--- config.mk ---
export PLATFORM = sky130hd
export DESIGN_NAME = mem_master_8to32
export DESIGN_NICKNAME = d
export VERILOG_FILES = /design/src/rtl/mem_master_pkg.sv /design/src/rtl/mem_master_8to32.sv
export SDC_FILE = /design/constraint.sdc
export NUM_CORES = 1
export LEC_CHECK = 0
export ABC_AREA = 1
export CAP_MARGIN = 40
export CORE_ASPECT_RATIO = 0.6
export CORE_UTILIZATION = 40
export CTS_CLUSTER_DIAMETER = 100
export DETAILED_ROUTE_END_ITERATION = 8
export PLACE_DENSITY = 0.67
export SETUP_SLACK_MARGIN = 0.2
export SKIP_CTS_REPAIR_TIMING = 1
export SYNTH_ARGS = -nofsm -noshare
export SYNTH_HDL_FRONTEND = slang
export SYNTH_SLANG_ARGS = --single-unit
--- constraint.sdc ---
create_clock -name i_clk -period 2.7 [get_ports i_clk]
set_clock_uncertainty 0.2 [all_clocks]
set_input_delay 0.54 -clock i_clk [delete_from_list [all_inputs] [get_ports i_clk]]
set_output_delay 0.54 -clock i_clk [all_outputs]
set_load 0.1 [all_outputs]
--- src/rtl/mem_master_pkg.sv ---
// Shared types and helpers for the byte-wide memory request initiator.
package mem_master_pkg;

  // Access size encodings as presented by the load/store stage
  localparam logic [1:0] SIZE_B = 2'b00;
  localparam logic [1:0] SIZE_H = 2'b01;
  localparam logic [1:0] SIZE_W = 2'b10;

  typedef enum logic [1:0] {
    IDLE,
    REQ,
    WAIT,
    DONE
  } state_e;

  // Number of byte transactions for an access size; the reserved code 11 behaves as a word
  function automatic logic [2:0] byte_count(input logic [1:0] size);
    logic [2:0] n;
    case (size)
      SIZE_B:  n = 3'd1;
      SIZE_H:  n = 3'd2;
      default: n = 3'd4;
    endcase
    return n;
  endfunction

endpackage

--- src/rtl/mem_master_8to32.sv ---
// 32-bit load/store initiator that splits each access into 1, 2 or 4 sequential byte
// transactions, assembles little-endian read data and sign/zero-extends loads.
// Optional build macro MEM_MASTER_ALIGN_CHECK_EN: misaligned half/word accesses are rejected
// without touching memory and complete with o_error set.
module mem_master_8to32
  import mem_master_pkg::*;
#(
  parameter int unsigned ADDR_WIDTH = 13
) (
  input  logic                  i_clk,
  input  logic                  i_rst_n,
  input  logic                  i_req,
  input  logic                  i_we,
  input  logic [1:0]            i_size,
  input  logic                  i_unsigned,
  input  logic [31:0]           i_addr,
  input  logic [31:0]           i_wdata,
  output logic [31:0]           o_rdata,
  output logic                  o_done,
  output logic                  o_busy,
  output logic                  o_error,
  output logic                  o_mem_request,
  output logic                  o_mem_write,
  output logic [ADDR_WIDTH-1:0] o_mem_address,
  output logic [7:0]            o_mem_data,
  input  logic [7:0]            i_mem_data,
  input  logic                  i_mem_data_DV
);

  localparam logic [ADDR_WIDTH-1:0] AddrOne = 1;

  state_e                state_q, state_d;
  logic [1:0]            idx_q, idx_d;
  logic [1:0]            last_q, last_d;
  logic                  we_q, we_d;
  logic                  uns_q, uns_d;
  logic                  err_q, err_d;
  logic [31:0]           wdata_q, wdata_d;
  logic [31:0]           rdata_q, rdata_d;
  logic [ADDR_WIDTH-1:0] addr_q, addr_d;
  logic [7:0]            mdata_q, mdata_d;
  logic                  mwrite_q, mwrite_d;

  logic [2:0]            n_m1;
  logic                  misaligned;
  logic                  sign;
  logic [31:0]           load_final;

  // Upper address bits fall outside the memory window and wrap away
  logic unused_addr;
  assign unused_addr = ^i_addr[31:ADDR_WIDTH];

  assign n_m1 = byte_count(i_size) - 3'd1;

`ifdef MEM_MASTER_ALIGN_CHECK_EN
  assign misaligned = ((i_size == SIZE_H) && i_addr[0]) || (i_size[1] && (i_addr[1:0] != 2'b00));
`else
  assign misaligned = 1'b0;
`endif

  // Final load word: the byte arriving now is always the most significant one fetched
  always_comb begin
    sign = ~uns_q & i_mem_data[7];
    case (last_q)
      2'd0:    load_final = {{24{sign}}, i_mem_data};
      2'd1:    load_final = {{16{sign}}, i_mem_data, rdata_q[7:0]};
      default: load_final = {i_mem_data, rdata_q[23:0]};
    endcase
  end

  // Next-state logic: sequence the byte transactions and collect read data
  always_comb begin
    state_d  = state_q;
    idx_d    = idx_q;
    last_d   = last_q;
    we_d     = we_q;
    uns_d    = uns_q;
    err_d    = err_q;
    wdata_d  = wdata_q;
    rdata_d  = rdata_q;
    addr_d   = addr_q;
    mdata_d  = mdata_q;
    mwrite_d = mwrite_q;
    unique case (state_q)
      IDLE: begin
        if (i_req) begin
          we_d    = i_we;
          uns_d   = i_unsigned;
          wdata_d = i_wdata;
          idx_d   = 2'd0;
          last_d  = n_m1[1:0];
          rdata_d = '0;
          err_d   = misaligned;
          if (misaligned) begin
            state_d = DONE;
          end else begin
            state_d  = REQ;
            addr_d   = i_addr[ADDR_WIDTH-1:0];
            mdata_d  = i_wdata[7:0];
            mwrite_d = i_we;
          end
        end
      end
      REQ: state_d = WAIT;
      WAIT: begin
        if (i_mem_data_DV) begin
          if (!we_q) rdata_d[{idx_q, 3'b000} +: 8] = i_mem_data;
          if (idx_q == last_q) begin
            state_d = DONE;
            if (!we_q) rdata_d = load_final;
          end else begin
            idx_d   = idx_q + 2'd1;
            state_d = REQ;
            addr_d  = addr_q + AddrOne;
            mdata_d = wdata_q[{idx_d, 3'b000} +: 8];
          end
        end
      end
      DONE: state_d = IDLE;
      default: state_d = IDLE;
    endcase
  end

  // State and datapath registers
  always_ff @(posedge i_clk or negedge i_rst_n) begin
    if (!i_rst_n) begin
      state_q  <= IDLE;
      idx_q    <= 2'd0;
      last_q   <= 2'd0;
      we_q     <= 1'b0;
      uns_q    <= 1'b0;
      err_q    <= 1'b0;
      wdata_q  <= '0;
      rdata_q  <= '0;
      addr_q   <= '0;
      mdata_q  <= '0;
      mwrite_q <= 1'b0;
    end else begin
      state_q  <= state_d;
      idx_q    <= idx_d;
      last_q   <= last_d;
      we_q     <= we_d;
      uns_q    <= uns_d;
      err_q    <= err_d;
      wdata_q  <= wdata_d;
      rdata_q  <= rdata_d;
      addr_q   <= addr_d;
      mdata_q  <= mdata_d;
      mwrite_q <= mwrite_d;
    end
  end

  assign o_rdata       = rdata_q;
  assign o_done        = (state_q == DONE);
  assign o_busy        = (state_q != IDLE);
  assign o_error       = o_done & err_q;
  assign o_mem_request = (state_q == REQ);
  assign o_mem_write   = mwrite_q;
  assign o_mem_address = addr_q;
  assign o_mem_data    = mdata_q;

endmodule

Word level (Yosys, flattened, before mapping)
Cells that the tools add are included.
Cells by class
  add/subtract/negate cells: 4
  equality and inequality tests: 12
  shifts and indexed selects: 3
  muxes and demuxes: 25
  bitwise operators: 2
  reductions and logical operators: 11
Operators by type and width (number)
  $mux 32: 5
  $pmux 32 s2: 2
  $mux 13: 3
  $bwmux 32: 1
  $shift 8x7->32 const A: 1
  $shiftx 32x6->8: 1
  $shiftx 8x7->32: 1
  $pmux 13 s2: 1
  $mux 8: 3
  $pmux 8 s2: 1
  $add 13x1->13 const B: 1
  $mux 2: 6
  $pmux 2 s2: 2
  $pmux 2 s4: 1
  $reduce_and 4->1: 2
  $neg 5->7: 1
  $eq 2x1->1 const B: 3
  $logic_not 2->1: 3
  $ne 2x2->1 const B: 3
  $ne 5x3->1 const B: 1
  $reduce_and 5->1: 1
  $eq 2x2->1 const B: 2
  $ne 4x3->1 const B: 1
  $ne 4x4->1 const B: 1
  other kinds (8): 10
Word-level totals
  bits in registers: 93
  bits of input ports: 80
  output and inout bits: 58
  logic and storage cells: 68

Depth between registers and ports, before layout
  depth after elaboration: 8
  gate-level depth with buffers: 12
  mapped depth without buffers: 11

Least setup slack after synthesis
No wires, ideal clock.
  path type: flip-flop to flip-flop
  start point: register, netlist name o_mem_write
  end point: register rdata_q[2] (netlist: o_rdata[2])
  library setup time: 0.120 ns
  data arrival time: 1.991 ns
  data required time: 2.380 ns
  path slack: 0.389 ns
  stages on the path, launching flop included: 10
  buffers on the path: 0
  clock period less this slack: 2.311 ns
  cells stage by stage: dfrtp_1 -> clkinv_1 -> nand2_1 -> nor2_1 -> nand3_1 -> nand2_1 -> nor2_1 -> nor2_1 -> nand2_1 -> nand2_1
RTL lines
  end signal, assigned: RTL line mem_master_8to32.sv:146  | rdata_q <= rdata_d;
  end, declared: RTL line mem_master_8to32.sv:39  | logic [31:0] rdata_q, rdata_d;

Worst setup path after layout
  start point: register last_q[1]
  end point: register rdata_q[14] (netlist: o_rdata[14])
Between the ends
  cells in the longest elaborated chain, start to end: 6
  elaborated cells between the ends (all ways): 10
  those cells by class: eq/ne (3); mux (5); reduce/logical (2)
Ends and longest elaborated chain
  start, declared: RTL line mem_master_8to32.sv:34  | logic [1:0] last_q, last_d;
  start signal, assigned: RTL line mem_master_8to32.sv:141  | last_q <= last_d;
  $eq 2x1->1 / $logic_not 2->1 (equally long branches): RTL line mem_master_8to32.sv:64  | case (last_q)
  $pmux 32 s2: RTL line mem_master_8to32.sv:64
  $mux 32: RTL line mem_master_8to32.sv:110  | if (!we_q) rdata_d = load_final;
  $mux 32: RTL line mem_master_8to32.sv:108  | if (idx_q == last_q) begin
  $mux 32: RTL line mem_master_8to32.sv:106  | if (i_mem_data_DV) begin
  $pmux 32 s2: RTL line mem_master_8to32.sv:84  | unique case (state_q)
Several ways; a longest one is shown, not always the timed one. The select of a mux whose other input is x is not followed.
A chain may end at the register's enable or synchronous reset.

==> impl_metrics.ini <==
[yosys]
ys_ff_latch = 93
syn_nets = 884
async_reset_ff_frac = 1.000
netlist.area_leader.share = 0.4094
synth_edf_count = 0
syn_avg_cell_area_um2 = 7.123
yosysWarnings = 0
synthCells = 798
syn-cell-area_um2 = 5684
synthMostInstantiatedCell = nand2_1
netlist_top_cells_area = dfrtp_1 (41%), nand2_1 (20%), mux2_2 (6.3%)
synthFlopType = dfrtp_1
ys_types = 27
synth_commonest_cells = nand2_1 (301), dfrtp_1 (93), nor2_1 (87), nand3_1 (64), o21ai_0 (51)
ys_seq_area_frac = 0.4094
yosys.area.top_type = dfrtp_1

[grt]
grt.total_usage = 0.2378
antenna_found_initial = 0
overflow = 0
grt_pass1_wl_mm = 27.12
grt_max_degree = 44
grt_pass1_vias = 5159

[worst_setup_path]
setup.worst_path.class = reg -> reg
reg2reg_setup_slack_ps = 420
crit_path_max_incr_delay_ps = 610
cp.arrival_ps = 2350
crit_end = o_rdata[14]
path_buf_inv = 3
critPathTopFamily = buffers and inverters
crit_slowest_cell = dfrtp_1
worstSetupStartpoint = last_q[1]
cp-start-kind = register
crit_path_max_fanout = 24
crit_chain = inv_1 -> nand2_1 -> nand2_1 -> nor2_4 -> buf_4 -> nand4_1 -> nand2_1 -> buf_4 -> nand2_1 -> o21ai_1
crit_required_ps = 2770
worstReg2RegEnd = o_rdata[14]
path_depth = 10
rr_startpoint = last_q[1]
reg2reg_depth = 10
cp_common_cell = nand2_1
end_kind = register

[routing]
wl_per_cell_um = 15.13
first_iter_violations = 339
dr_total_vias = 5597
drt_first_pass_iters = 5
drc = 0
drt-total-wl_mm = 16.80
postRouteAntennaNets = 0
routed_via_density = 5.042

[sta]
maxSlewViolCount = 0
hold_ws_ps = 283.5
fin_setup_tns_ps = 0
setup_viol = 0
tightest_slew_ps = 601.5
min_period_ps = 2278
maxSlewHeadroom = 0.5975
clock.fmax_mhz = 439.1
rsz0062_at_grt = no
hold_viol = 0
timing.final.crit_share = 0.8435

[clocking]
cts_root_buf = clkbuf_16
cts-buffers-inserted = 9
numClockSinks = 93
clk_latency_ps = 340
cts_tree = yes
cts-htree-levels = 3
cts_buffer_depth = 2
path_clk_slew_ps = 70

[job]
maxCapViolCount = 0

[cells_and_area]
diodes = 0
fill_cells = 1412
layout.nets = 999
fin_cells = 1110
post-route-util = 0.5294
syn_to_final_growth_pct = 28.07
drive_gt1_frac = 0.1678

[floorplan]
rows = 33
die-area_um2 = 14710
initial_core_util = 0.4134
die_w_um = 155.9
fp.dieH_um = 94.34
coreArea_um2 = 13750
ioPinCount = 138

[hold_path]
holdCritPathClass = reg -> reg
whs_path_depth = 2

[run_status]
status = finished clean

[place]
hpwl_mm = 12.08
dp.cells = 1092
numPortBuffers = 117
gp_congestion = 0.8385
[cells by family after synthesis]
logic type,after synthesis,share of synthesized area
buffers and inverters,75,0.05547
AO/OA/AOI/OAI,96,0.09223
other,1,0.0006597
XOR/XNOR,4,0.006164
adder cells (fa/ha/maj),6,0.01321
flip-flops,93,0.4094
multiplexers,32,0.06340
AND/OR/NAND/NOR,491,0.3595
[worst min-delay path, stage by stage (launching register included)]
cell     delay (ps)
dfrtp_1         340
nand2_1          50
nand2_1          60
[registers in the layout, summed over array words and instances, names as in the netlist]
name / cells
state_q: 2
wdata_q: 32
idx_q: 2
o_mem_data: 8
uns_q: 1
o_mem_write: 1
last_q: 2
o_mem_address: 13
o_rdata: 32
[final cells by class]
cell class	count	area, um^2	share of cell area
Timing Repair Buffer	141	1234	0.1695
Multi-Input combinational cell	630	3047	0.4185
Tap cell	192	240.2	0.03300
Inverter	38	142.6	0.01959
Clock inverter	7	63.81	0.008766
Clock buffer	9	225.2	0.03094
Sequential cell	93	2327	0.3197
[worst min-delay path by stage]
stage                  startpoint            end  slack [ps]
floorplan                 i_rst_n       idx_q[0]          40
global placement          i_rst_n    wdata_q[15]         270
detailed placement        i_rst_n    wdata_q[24]         270
CTS                       i_rst_n    wdata_q[24]        -100
global route          wdata_q[28]    wdata_q[28]         310
finish              o_mem_data[3]  o_mem_data[3]         280
[routing by layer]
metal	wire length [um]	GRT usage	vias up	part of all wire
met3	1397	0.06058	16	0.083
met1	8686	0.3681	2550	0.52
met2	6538	0.3289	199	0.39
met5	0	0	-	0
li1	-	-	2832	-
met4	175	0.04330	0	0.010
[through the flow]
stage	cell area [um^2]	setup WS, ps
floorplan	5684	389.5
global placement	6968	369.0
detailed placement	6968	331.6
CTS	7257	315.4
global route	7279	221.1
finish	7279	422.4
[placed cells by master (no fill, tap or decap), types with 2 or more instances in the layout]
master / n
a21oi_1: 5
buf_12: 2
buf_4: 79
clkbuf_16: 9
clkdlybuf4s50_1: 59
clkinv_1: 2
clkinvlp_4: 2
dfrtp_1: 93
ha_1: 6
inv_1: 31
inv_2: 5
inv_6: 2
inv_8: 2
mux2_2: 32
nand2_1: 301
nand2_2: 3
nand3_1: 64
nand3b_1: 8
nand4_1: 9
nor2_1: 87
nor2_2: 3
nor2_4: 4
nor3_1: 2
o211ai_1: 10
o21ai_0: 51
o21ai_1: 15
o22ai_1: 15
or2_2: 10
xor2_1: 3
Power is left out: the tool's default activity adds up to more than one toggle a clock period on the data nets, which glitch-free logic cannot reach.
